===== src/rtl/ldpc_channel_err_inj.sv =====
// Channel error injector: flips codeword bits from a 32-bit Galois LFSR against a threshold,
// then launches the decoder. Define LDPC_ERRINJ_MAXFLIP_EN to cap flips per frame at max_flips.
module ldpc_channel_err_inj #(
  parameter int NN    = 208,
  parameter int CNT_W = 16
) (
  input  logic             wb_clk_i,
  input  logic             wb_rst_i,
  input  logic [NN-1:0]    cword_in,
  input  logic             cword_valid,
  input  logic [31:0]      prob_thresh,
  input  logic [31:0]      seed,
  input  logic             seed_load,
  input  logic [CNT_W-1:0] max_flips,
  input  logic             dec_done,
  output logic [NN-1:0]    q0_1,
  output logic [NN-1:0]    q0_0,
  output logic             start_dec,
  output logic             busy,
  output logic [CNT_W-1:0] flip_cnt,
  output logic [CNT_W-1:0] frame_cnt,
  output logic [CNT_W-1:0] drop_cnt
);

  localparam logic [31:0]      LFSR_MASK = 32'h8020_0003;
  localparam int               IDX_W     = (NN > 1) ? $clog2(NN) : 1;
  localparam logic [IDX_W-1:0] LAST_IDX  = IDX_W'(NN - 1);
  localparam logic [CNT_W-1:0] CNT_MAX   = '1;

  typedef enum logic [1:0] {
    IDLE,
    INJECT,
    LAUNCH,
    WAIT_DEC
  } state_t;

  state_t           state;
  logic [NN-1:0]    shift_buf;
  logic [IDX_W-1:0] bit_idx;
  logic [CNT_W-1:0] run_cnt;
  logic [31:0]      lfsr;
  logic             hit;
  logic             flip_ok;

  function automatic logic [31:0] lfsr_step(input logic [31:0] v);
    lfsr_step = v[0] ? ({1'b0, v[31:1]} ^ LFSR_MASK) : {1'b0, v[31:1]};
  endfunction

  assign hit  = (lfsr <= prob_thresh);
  assign busy = (state != IDLE);

`ifdef LDPC_ERRINJ_MAXFLIP_EN
  assign flip_ok = hit && (run_cnt != max_flips);
`else
  logic unused_max_flips;
  assign unused_max_flips = ^max_flips;
  assign flip_ok          = hit;
`endif

  // NOTE: all state uses non-blocking assignments so every register samples pre-edge values.
  always_ff @(posedge wb_clk_i) begin
    if (wb_rst_i) begin
      state     <= IDLE;
      q0_1      <= '0;
      q0_0      <= '1;
      start_dec <= 1'b0;
      flip_cnt  <= '0;
      frame_cnt <= '0;
      drop_cnt  <= '0;
      run_cnt   <= '0;
      bit_idx   <= '0;
      lfsr      <= 32'h0000_0001;
    end else begin
      start_dec <= 1'b0;

      // A zero seed would lock the LFSR, so it is mapped to 1.
      if (seed_load)
        lfsr <= (seed == 32'h0) ? 32'h0000_0001 : seed;
      else if (state == INJECT)
        lfsr <= lfsr_step(lfsr);

      if (cword_valid && (state != IDLE) && (drop_cnt != CNT_MAX))
        drop_cnt <= drop_cnt + 1'b1;

      case (state)
        IDLE: begin
          if (cword_valid) begin
            run_cnt <= '0;
            bit_idx <= '0;
            state   <= INJECT;
          end
        end
        INJECT: begin
          if (flip_ok && (run_cnt != CNT_MAX))
            run_cnt <= run_cnt + 1'b1;
          bit_idx <= bit_idx + 1'b1;
          if (bit_idx == LAST_IDX)
            state <= LAUNCH;
        end
        LAUNCH: begin
          q0_1      <= shift_buf;
          q0_0      <= ~shift_buf;
          flip_cnt  <= run_cnt;
          start_dec <= 1'b1;
          if (frame_cnt != CNT_MAX)
            frame_cnt <= frame_cnt + 1'b1;
          state     <= WAIT_DEC;
        end
        WAIT_DEC: begin
          if (dec_done)
            state <= IDLE;
        end
        default: state <= IDLE;
      endcase
    end
  end

  // NOTE: the shift buffer is pure datapath, always fully reloaded before use, so it carries no reset.
  // Bit k leaves at position 0 and re-enters at the top; after NN shifts it is back at position k.
  always_ff @(posedge wb_clk_i) begin
    if ((state == IDLE) && cword_valid)
      shift_buf <= cword_in;
    else if (state == INJECT)
      shift_buf <= {shift_buf[0] ^ flip_ok, shift_buf[NN-1:1]};
  end

endmodule


===== config.mk =====
export PLATFORM = sky130hd
export DESIGN_NAME = ldpc_channel_err_inj
export DESIGN_NICKNAME = d
export VERILOG_FILES = /design/src/rtl/ldpc_channel_err_inj.sv
export SDC_FILE = /design/constraint.sdc
export NUM_CORES = 1
export LEC_CHECK = 0
export ABC_CLOCK_PERIOD_IN_PS = 19730
export BUFFER_PORTS_ARGS = -buffer_cell sky130_fd_sc_hd__buf_2
export CORE_AREA = 2 2 296 298
export DETAILED_ROUTE_END_ITERATION = 10
export DIE_AREA = 0 0 298 300
export PLACE_DENSITY = 0.62
export SKIP_LAST_GASP = 1
export SYNTH_ARGS = -nofsm -noshare
export SYNTH_HDL_FRONTEND = slang
export SYNTH_SLANG_ARGS = --single-unit

===== constraint.sdc =====
create_clock -name wb_clk_i -period 19.73 [get_ports wb_clk_i]
set_clock_uncertainty 0.15 [all_clocks]
set_input_delay 1.973 -clock wb_clk_i [delete_from_list [all_inputs] [get_ports wb_clk_i]]
set_output_delay 1.973 -clock wb_clk_i [all_outputs]
set_load 0.01 [all_outputs]

### Yosys cells after proc, flatten, opt, wreduce, memory -nomap -nowiden

Cells that the tools add are included.

* latch bits: 0
* logic and storage cells: 60
* memories kept: 0
* flip-flop bits (word level): 731
* bits in writable memories: 0
* bits in read-only memories: 0

* add/sub/neg operators: 4
* multiply operators: 0
* muxes and demuxes: 16
* bitwise operators: 3
* reductions and logical operators: 14
* eq/ne operators: 11
* div/mod/pow operators: 0
* shifts and indexed selects: 0
* order comparisons: 1

Operator list (number)
* $mux 208: 2
* $not 208->208: 1
* $mux 32: 4
* $add 16x1->16 const B: 3
* $ne 16x16->1 const B: 3
* $le 32x32->1: 1
* $logic_not 32->1: 1
* $mux 16: 2
* $pmux 16 s2: 1
* $pmux 8 s2: 1
* $add 8x1->8 const B: 1
* $eq 8x8->1 const B: 1
* $mux 8: 1
* $ne 2x2->1 const B: 4
* $pmux 2 s4: 1
* $reduce_bool 2->1: 4
* $mux 2: 3
* $reduce_and 3->1: 2
* $eq 2x2->1 const B: 2
* $logic_and 1x1->1: 4
* $not 3->4: 1
* $reduce_and 2->1: 2
* $eq 2x1->1 const B: 1
* $logic_not 2->1: 1
* other kinds (2): 2

### Longest topological paths before layout

Gate-level depths: netlist (run 1).

* depth in word-level cells: 4
* depth in mapped cells: 12
* gate-level depth less buffers: 9

### Least setup slack after synthesis (run 1)

No wires, ideal clock.

* path type: input -> register
* start point: in cword_valid
* end point: reg shift_buf[0], enable pin
* required time: 17.945 ns
* setup slack: 11.795 ns
* cell stages on the path: 4
* path buffers: 2
* data arrival time: 6.151 ns
* library setup time: 1.635 ns
* cells stage by stage: nand2_1 clkbuf_1 clkbuf_1 nand2_1

* longest elaborated chain between the ends: 2

RTL lines
* start: declaration: RTL line 10 `input logic cword_valid,`
* $logic_and 1x1->1: RTL line 121 `if ((state == IDLE) && cword_valid)`
* $reduce_bool 2->1 (no source line)
* end signal: assignment: RTL line 122 `shift_buf <= cword_in;`
* end signal: assignment: RTL line 124 `shift_buf <= {shift_buf[0] ^ flip_ok, shift_buf[NN-1:1]};`
* end: declaration: RTL line 38 `logic [NN-1:0] shift_buf;`

No other way between the ends.
A chain may end at the register's enable or synchronous reset.

### Worst setup path in the final report (run 1)

* start point: in prob_thresh[21]
* end point: reg run_cnt[5]

* longest elaborated chain between the ends: 4

RTL lines
* start: declaration: RTL line 11 `input logic [31:0] prob_thresh,`
* $le 32x32->1: RTL line 49 `assign hit = (lfsr <= prob_thresh);`
* $logic_and 1x1->1: RTL line 94 `if (flip_ok && (run_cnt != CNT_MAX))`
* $ne 2x2->1 (no source line)
* $reduce_and 3->1 (no source line)
* end signal: assignment: RTL line 95 `run_cnt <= run_cnt + 1'b1;`
* end: declaration: RTL line 40 `logic [CNT_W-1:0] run_cnt;`

No other way between the ends.

==> results of run 1 <==
## metal layers
metal,wire [um],vias up,track usage (%)
li1,-,10690,-
met1,37350,10540,23.67
met2,40600,750,30.19
met3,6072,199,4.827
met4,3596,16,8.830
met5,103,-,0
## sequential cells by signal, indices dropped and copies added, names as in the netlist
register,count
start_dec,1
state,2
flip_cnt,16
q0_0,208
shift_buf,208
q0_1,208
drop_cnt,16
lfsr,32
frame_cnt,16
run_cnt,16
bit_idx,8
## worst max path at each step
stage               startpoint                      end  cells past startpoint  slack, ns
2_1_floorplan      cword_valid   shift_buf[0]$_DFFE_PP_                      4      11.79
3_3_place_gp   prob_thresh[30]  run_cnt[5]$_SDFFE_PP0P_                     10      14.41
3_5_place_dp   prob_thresh[21]  run_cnt[5]$_SDFFE_PP0P_                     10      14.41
4_1_cts        prob_thresh[21]  run_cnt[5]$_SDFFE_PP0P_                     10      15.10
5_1_grt        prob_thresh[30]  run_cnt[5]$_SDFFE_PP0P_                     10      14.90
6_report       prob_thresh[21]  run_cnt[5]$_SDFFE_PP0P_                     10      15.02
## synth_stat cells (7+ instances only)
master / instances / area share, %
dfxtp_1: 523 / 38
mux2i_1: 54 / 2.0
xor2_1: 20 / 0.63
inv_1: 43 / 0.58
clkbuf_1: 143 / 1.9
nor4_1: 13 / 0.29
mux2_2: 207 / 8.4
o21ai_0: 223 / 4.0
or3_1: 13 / 0.29
ha_1: 41 / 1.9
xnor2_1: 18 / 0.57
nand3_1: 28 / 0.51
nor3_1: 7 / 0.13
edfxtp_1: 208 / 23
a21oi_1: 263 / 4.8
buf_1: 23 / 0.31
nand4_1: 26 / 0.59
nor2_1: 135 / 1.8
nand2_1: 661 / 9.0
## area by class of cell
| class | count | area [um^2] | area share (%) |
|---|---|---|---|
| Sequential cell | 731 | 16720 | 47.65 |
| Multi-Input combinational cell | 1764 | 10110 | 28.81 |
| Timing Repair Buffer | 762 | 3874 | 11.04 |
| Clock buffer | 116 | 2382 | 6.791 |
| Tap cell | 1155 | 1445 | 4.119 |
| Clock inverter | 34 | 347.8 | 0.9915 |
| Inverter | 44 | 175.2 | 0.4993 |
| Antenna cell | 14 | 35.03 | 0.09986 |
## where the power goes
group / internal (mW) / switching, mW
logic: 0.599 / 0.986
clock network: 0.892 / 0.647
registers: 2.16 / 0.250
## worst reg2reg max path, stage by stage (launching register included)
cell and delay (ns):
dfxtp_1 0.36, inv_1 0.12, ha_2 0.17, buf_4 0.52, inv_1 0.40, nand2_4 0.43
buf_4 0.74, buf_4 0.90
## through the flow
step,std cells,setup WS [ns],hold slack [ns],power [mW]
global route,4615,14.90,0.3273,5.838
CTS,4606,15.10,0.3109,5.594
detailed placement,4456,14.41,0.3017,4.030
global placement,4456,14.41,0.2983,3.995
floorplan,2707,11.79,0.3019,3.426
finish,4620,15.02,0.3096,5.532
## cell families (layout without fill, tap and decap cells)
| kind of cell | count (synthesis) | after routing | share of synthesized area, % |
|---|---|---|---|
| flip-flops | 731 | 731 | 60.57 |
| other | 0 | 14 | 0 |
| multiplexers | 261 | 261 | 10.41 |
| XOR/XNOR | 38 | 38 | 1.206 |
| buffers and inverters | 212 | 956 | 2.915 |
| AO/OA/AOI/OAI | 508 | 508 | 9.449 |
| AND/OR/NAND/NOR | 916 | 916 | 13.59 |
| adder cells (fa/ha/maj) | 41 | 41 | 1.859 |
==> impl_metrics.env, run 1 <==
export IMPL_status="finished clean"
export IMPL_cts_sinks=731
export IMPL_max_freq_ghz=0.2122
export IMPL_netlist_instances=2707
export IMPL_power_density_nw_per_um2=157.7
export IMPL_route_final_wire_length_um=87720
export IMPL_ir_worst_vdd_mv=0.09219
export IMPL_holdCritStartpoint="q0_1[3]$_SDFFE_PP0P_"
export IMPL_path_max_fanout=23
export IMPL_cp_end_kind="flop"
export IMPL_crit_buf_inv=2
export IMPL_drt_iter0_drc=1315
export IMPL_place_port_buffers=742
export IMPL_layout_commonest_cell="buf_2"
export IMPL_ys_flop_type="dfxtp_1"
export IMPL_drv_slew=0
export IMPL_cts_tree="done"
export IMPL_overflow=0
export IMPL_final_area_um2=35080
export IMPL_cap_viol_max_count=0
export IMPL_critical_path_arrival_ns=5.08
export IMPL_min_path_type="flop to flop"
export IMPL_fin_nets=3718
export IMPL_grt_pass1_vias=21390
export IMPL_synth_seq_cells=731
export IMPL_dp_hpwl_um=60680
export IMPL_grt_total_usage_pct=18.79
export IMPL_final_util_pct=40.69
export IMPL_final_layout_size_suffix_gt1_share_pct=32.34
export IMPL_maxSlewHeadroom_pct=27.56
export IMPL_clk_pin_slew_ns=0.06
export IMPL_p_leak_nw=13.99
export IMPL_start_kind="input pin"
export IMPL_syn_cell_area_um2=27600
export IMPL_ios=759
export IMPL_layout_common_cells="741 x buf_2, 659 x nand2_1, 523 x dfxtp_1"
export IMPL_core_um2=86210
export IMPL_setup_viol=0
export IMPL_postSynthAreaPerCell_um2=10.19
export IMPL_ys_types=55
export IMPL_crit_required_ns=20.09
export IMPL_critical_path_class="input pin to flop"
export IMPL_cts_made_buffers=81
export IMPL_yosys_warnings=0
export IMPL_crit_chain="buf_2 -> inv_1 -> ha_1 -> and4_1 -> nor4bb_1 -> or3b_4 -> and2_4 -> a22o_1 -> or4_4 -> mux2i_1"
export IMPL_via_per_inst=4.804
export IMPL_ant_nets=0
export IMPL_cts_root_buf="clkbuf_16"
export IMPL_min_to="q0_1[3]$_SDFFE_PP0P_"
export IMPL_timing_rr_start="state[1]$_SDFFE_PP0P_"
export IMPL_timing_hold_violations_final=0
export IMPL_cts_htree_levels=3
export IMPL_setup_tns_ns=0
export IMPL_regToRegSetupSlack_ns=15.50
export IMPL_ys_seq_area_share_pct=60.57
export IMPL_insertion_delay_ns=0.64
export IMPL_tightest_slew_ns=1.087
export IMPL_num_vias=22190
export IMPL_synth_nets=3041
export IMPL_die_y_um=300
export IMPL_gp_congestion=0.8807
export IMPL_nFillCells=8582
export IMPL_antenna_found_initial=19
export IMPL_start_util_pct=32.01
export IMPL_worstHoldPathCells=2
export IMPL_finalCritPeriodShare_pct=23.89
export IMPL_placed_cell_area_um2=32320
export IMPL_cts_post_setup_buffers_inserted=0
export IMPL_path_delay_family="simple AND/OR/NAND/NOR gates"
export IMPL_crit_slowest_cell="nor4bb_1"
export IMPL_post_cts_resized=0
export IMPL_rsz0062_at_grt="false"
export IMPL_drt_wirelength_per_cell_um=18.99
export IMPL_holdBufCountCts=0
export IMPL_grt_start_max_net_pins=99
export IMPL_synth_enable_flop_cells=208
export IMPL_grt_pass1_wl_um=130400
export IMPL_max_stage_delay_ns=0.67
export IMPL_r2r_end="shift_buf[187]$_DFFE_PP_"
export IMPL_worst_r2r_cell_count=7
export IMPL_die_w_um=298
export IMPL_clockBufferDepth=3
export IMPL_die_area_um2=89400
export IMPL_syn2layout_area_growth_pct=27.12
export IMPL_min_period_ns=4.713
export IMPL_num_rows=108
export IMPL_synthArstFlopShare_pct=0
export IMPL_first_pass_iters=6
export IMPL_drc=0
Power figures use the tool's default switching activity.
==> run 2, diff against run 1 <==
--- a/config.mk
+++ b/config.mk
@@ -5,12 +5,12 @@
 export SDC_FILE = /design/constraint.sdc
 export NUM_CORES = 1
 export LEC_CHECK = 0
-export ABC_CLOCK_PERIOD_IN_PS = 19730
+export ABC_CLOCK_PERIOD_IN_PS = 4100
 export BUFFER_PORTS_ARGS = -buffer_cell sky130_fd_sc_hd__buf_2
-export CORE_AREA = 2 2 296 298
+export CORE_AREA = 2 2 293 295
 export DETAILED_ROUTE_END_ITERATION = 10
-export DIE_AREA = 0 0 298 300
-export PLACE_DENSITY = 0.62
+export DIE_AREA = 0 0 295 297
+export PLACE_DENSITY = 0.65
 export SKIP_LAST_GASP = 1
 export SYNTH_ARGS = -nofsm -noshare
 export SYNTH_HDL_FRONTEND = slang
==> constraint.sdc (replaced) <==
create_clock -name wb_clk_i -period 4.1 [get_ports wb_clk_i]
set_clock_uncertainty 0.15 [all_clocks]
set_input_delay 0.41 -clock wb_clk_i [delete_from_list [all_inputs] [get_ports wb_clk_i]]
set_output_delay 0.41 -clock wb_clk_i [all_outputs]
set_load 0.01 [all_outputs]
==> impl_metrics.env, run 2 (synthesis results as in run 1) <==
export IMPL_status="finished clean"
export IMPL_r2r_end="run_cnt[5]$_SDFFE_PP0P_"
export IMPL_ir_worst_vdd_mv=0.4667
export IMPL_drt_iter0_drc=1370
export IMPL_crit_chain="ha_1 -> nand4_1 -> or4_1 -> or3b_4 -> and2_4 -> a22o_1 -> or4_4 -> mux2i_1"
export IMPL_setup_viol=0
export IMPL_finalCritPeriodShare_pct=83.36
export IMPL_grt_start_max_net_pins=181
export IMPL_max_freq_ghz=0.2926
export IMPL_maxSlewHeadroom_pct=27.05
export IMPL_path_max_fanout=23
export IMPL_min_path_type="input pin to flop"
export IMPL_cts_htree_levels=3
export IMPL_drv_slew=0
export IMPL_grt_total_usage_pct=19.72
export IMPL_max_stage_delay_ns=0.63
export IMPL_core_um2=84480
export IMPL_layout_common_cells="741 x buf_2, 659 x nand2_1, 523 x dfxtp_1"
export IMPL_antenna_found_initial=3
export IMPL_overflow=0
export IMPL_clockPowerShare_pct=27.9
export IMPL_start_util_pct=32.67
export IMPL_cts_root_buf="clkbuf_16"
export IMPL_p_leak_nw=15.06
export IMPL_ant_nets=0
export IMPL_worst_r2r_cell_count=8
export IMPL_cp_end_kind="flop"
export IMPL_ios=759
export IMPL_p_sw_share_pct=33.48
export IMPL_first_pass_iters=5
export IMPL_path_delay_family="simple AND/OR/NAND/NOR gates"
export IMPL_cts_tree="done"
export IMPL_min_to="shift_buf[92]$_DFFE_PP_"
export IMPL_clk_pin_slew_ns=0.06
export IMPL_num_vias=23300
export IMPL_crit_buf_inv=0
export IMPL_rsz0062_at_grt="false"
export IMPL_pwr_share_seq_pct=42.7
export IMPL_cts_sinks=731
export IMPL_post_cts_resized=0
export IMPL_final_area_um2=37680
export IMPL_start_kind="flop"
export IMPL_fin_cells=4841
export IMPL_min_period_ns=3.418
export IMPL_fin_nets=3962
export IMPL_drc=0
export IMPL_clockBufferDepth=3
export IMPL_final_layout_size_suffix_gt1_share_pct=30.14
export IMPL_p_sw_mw=9.118
export IMPL_crit_required_ns=4.46
export IMPL_die_area_um2=87620
export IMPL_via_per_inst=4.814
export IMPL_num_rows=107
export IMPL_worstHoldPathCells=2
export IMPL_grt_pass1_wl_um=135300
export IMPL_drt_wirelength_per_cell_um=18.44
export IMPL_crit_slowest_cell="or4_4"
export IMPL_layout_commonest_cell="buf_2"
export IMPL_syn2layout_area_growth_pct=36.56
export IMPL_critical_path_class="flop to flop"
export IMPL_cts_made_buffers=82
export IMPL_power_density_nw_per_um2=722.7
export IMPL_timing_rr_start="lfsr[11]$_SDFFE_PP0P_"
export IMPL_path_depth=8
export IMPL_grt_pass1_vias=23080
export IMPL_regToRegSetupSlack_ns=0.68
export IMPL_critical_path_arrival_ns=3.78
export IMPL_die_w_um=295
export IMPL_insertion_delay_ns=0.63
export IMPL_cap_viol_max_count=0
export IMPL_timing_hold_violations_final=0
export IMPL_placed_cell_area_um2=32460
export IMPL_gp_congestion=0.8849
export IMPL_p_int_mw=18.12
export IMPL_holdCritStartpoint="cword_in[92]"
export IMPL_pwr_share_comb_pct=29.4
export IMPL_dp_hpwl_um=59480
export IMPL_largestRegisters="q0_0 (208), q0_1 (208), shift_buf (208)"
export IMPL_die_y_um=297
export IMPL_setup_tns_ns=0
export IMPL_tightest_slew_ns=1.087
export IMPL_route_final_wire_length_um=89280
export IMPL_place_port_buffers=742
export IMPL_numPlacedInstances=4448
## run 2: what timing repair did
item	CTS	global route
buffers inserted	0	0
hold buffers	240	0
setup endpoints to repair	0	0
hold endpoints to repair	241	0
## run 2: worst max path at each step
stage,start,endpoint,slack [ns]
after floorplan,state[0]$_SDFFE_PP0P_,shift_buf[0]$_DFFE_PP_,0.71
after global placement,prob_thresh[9],run_cnt[5]$_SDFFE_PP0P_,0.50
after detailed placement,prob_thresh[9],run_cnt[5]$_SDFFE_PP0P_,0.45
after CTS,lfsr[13]$_SDFFE_PP0P_,run_cnt[5]$_SDFFE_PP0P_,0.68
after global routing,lfsr[13]$_SDFFE_PP0P_,run_cnt[5]$_SDFFE_PP0P_,0.55
final,lfsr[11]$_SDFFE_PP0P_,run_cnt[5]$_SDFFE_PP0P_,0.68
## run 2: power by group through the flow
| stage | Clock, mW | Combinational [mW] | Sequential (mW) |
|---|---|---|---|
| floorplan | 0 | 4.41 | 11.9 |
| global placement | 0 | 7.69 | 11.7 |
| detailed placement | 0 | 7.78 | 11.7 |
| CTS | 7.79 | 8.03 | 11.6 |
| global route | 8.05 | 8.75 | 11.9 |
| finish | 7.60 | 8.01 | 11.6 |
## run 2: final cells by class
| class | instances | area [um^2] |
|---|---|---|
| clock inverter | 34 | 450.4 |
| timing repair buffer | 1005 | 6424 |
| inverter | 44 | 175.2 |
| fill | 7927 | 46790 |
| sequential | 731 | 16720 |
| multi-input combinational | 1764 | 10110 |
| antenna | 1 | 2.502 |
| tap | 1144 | 1431 |
| clock buffer | 118 | 2371 |
## run 2: layer usage
metal	up-vias	part of all wire [%]	global-route usage (%)
met4	4	5.1	10.23
met3	213	7.0	4.490
met1	11080	42	24.50
met2	844	46	31.87
met5	-	0.024	0
li1	11160	-	-
## run 2: through the flow
stage | worst slack (ns) | utilization [%] | hold slack, ns | total power, mW
2_1_floorplan | 0.7128 | - | 0.3019 | 16.27
3_3_place_gp | 0.5018 | 38.42 | 0.2979 | 19.37
3_5_place_dp | 0.4539 | 38.42 | 0.3019 | 19.50
4_1_cts | 0.6845 | 44.61 | 0.01382 | 27.41
5_1_grt | 0.5458 | 44.61 | 0.03107 | 28.66
6_report | 0.6823 | 44.61 | 0.07620 | 27.24
## run 2: worst register-to-register path, cell delays in order (launching register included)
cell	delay, ns
dfxtp_1	0.33
ha_1	0.32
nand4_1	0.15
or4_1	0.57
or3b_4	0.43
and2_4	0.17
a22o_1	0.43
or4_4	0.63
mux2i_1	0.13
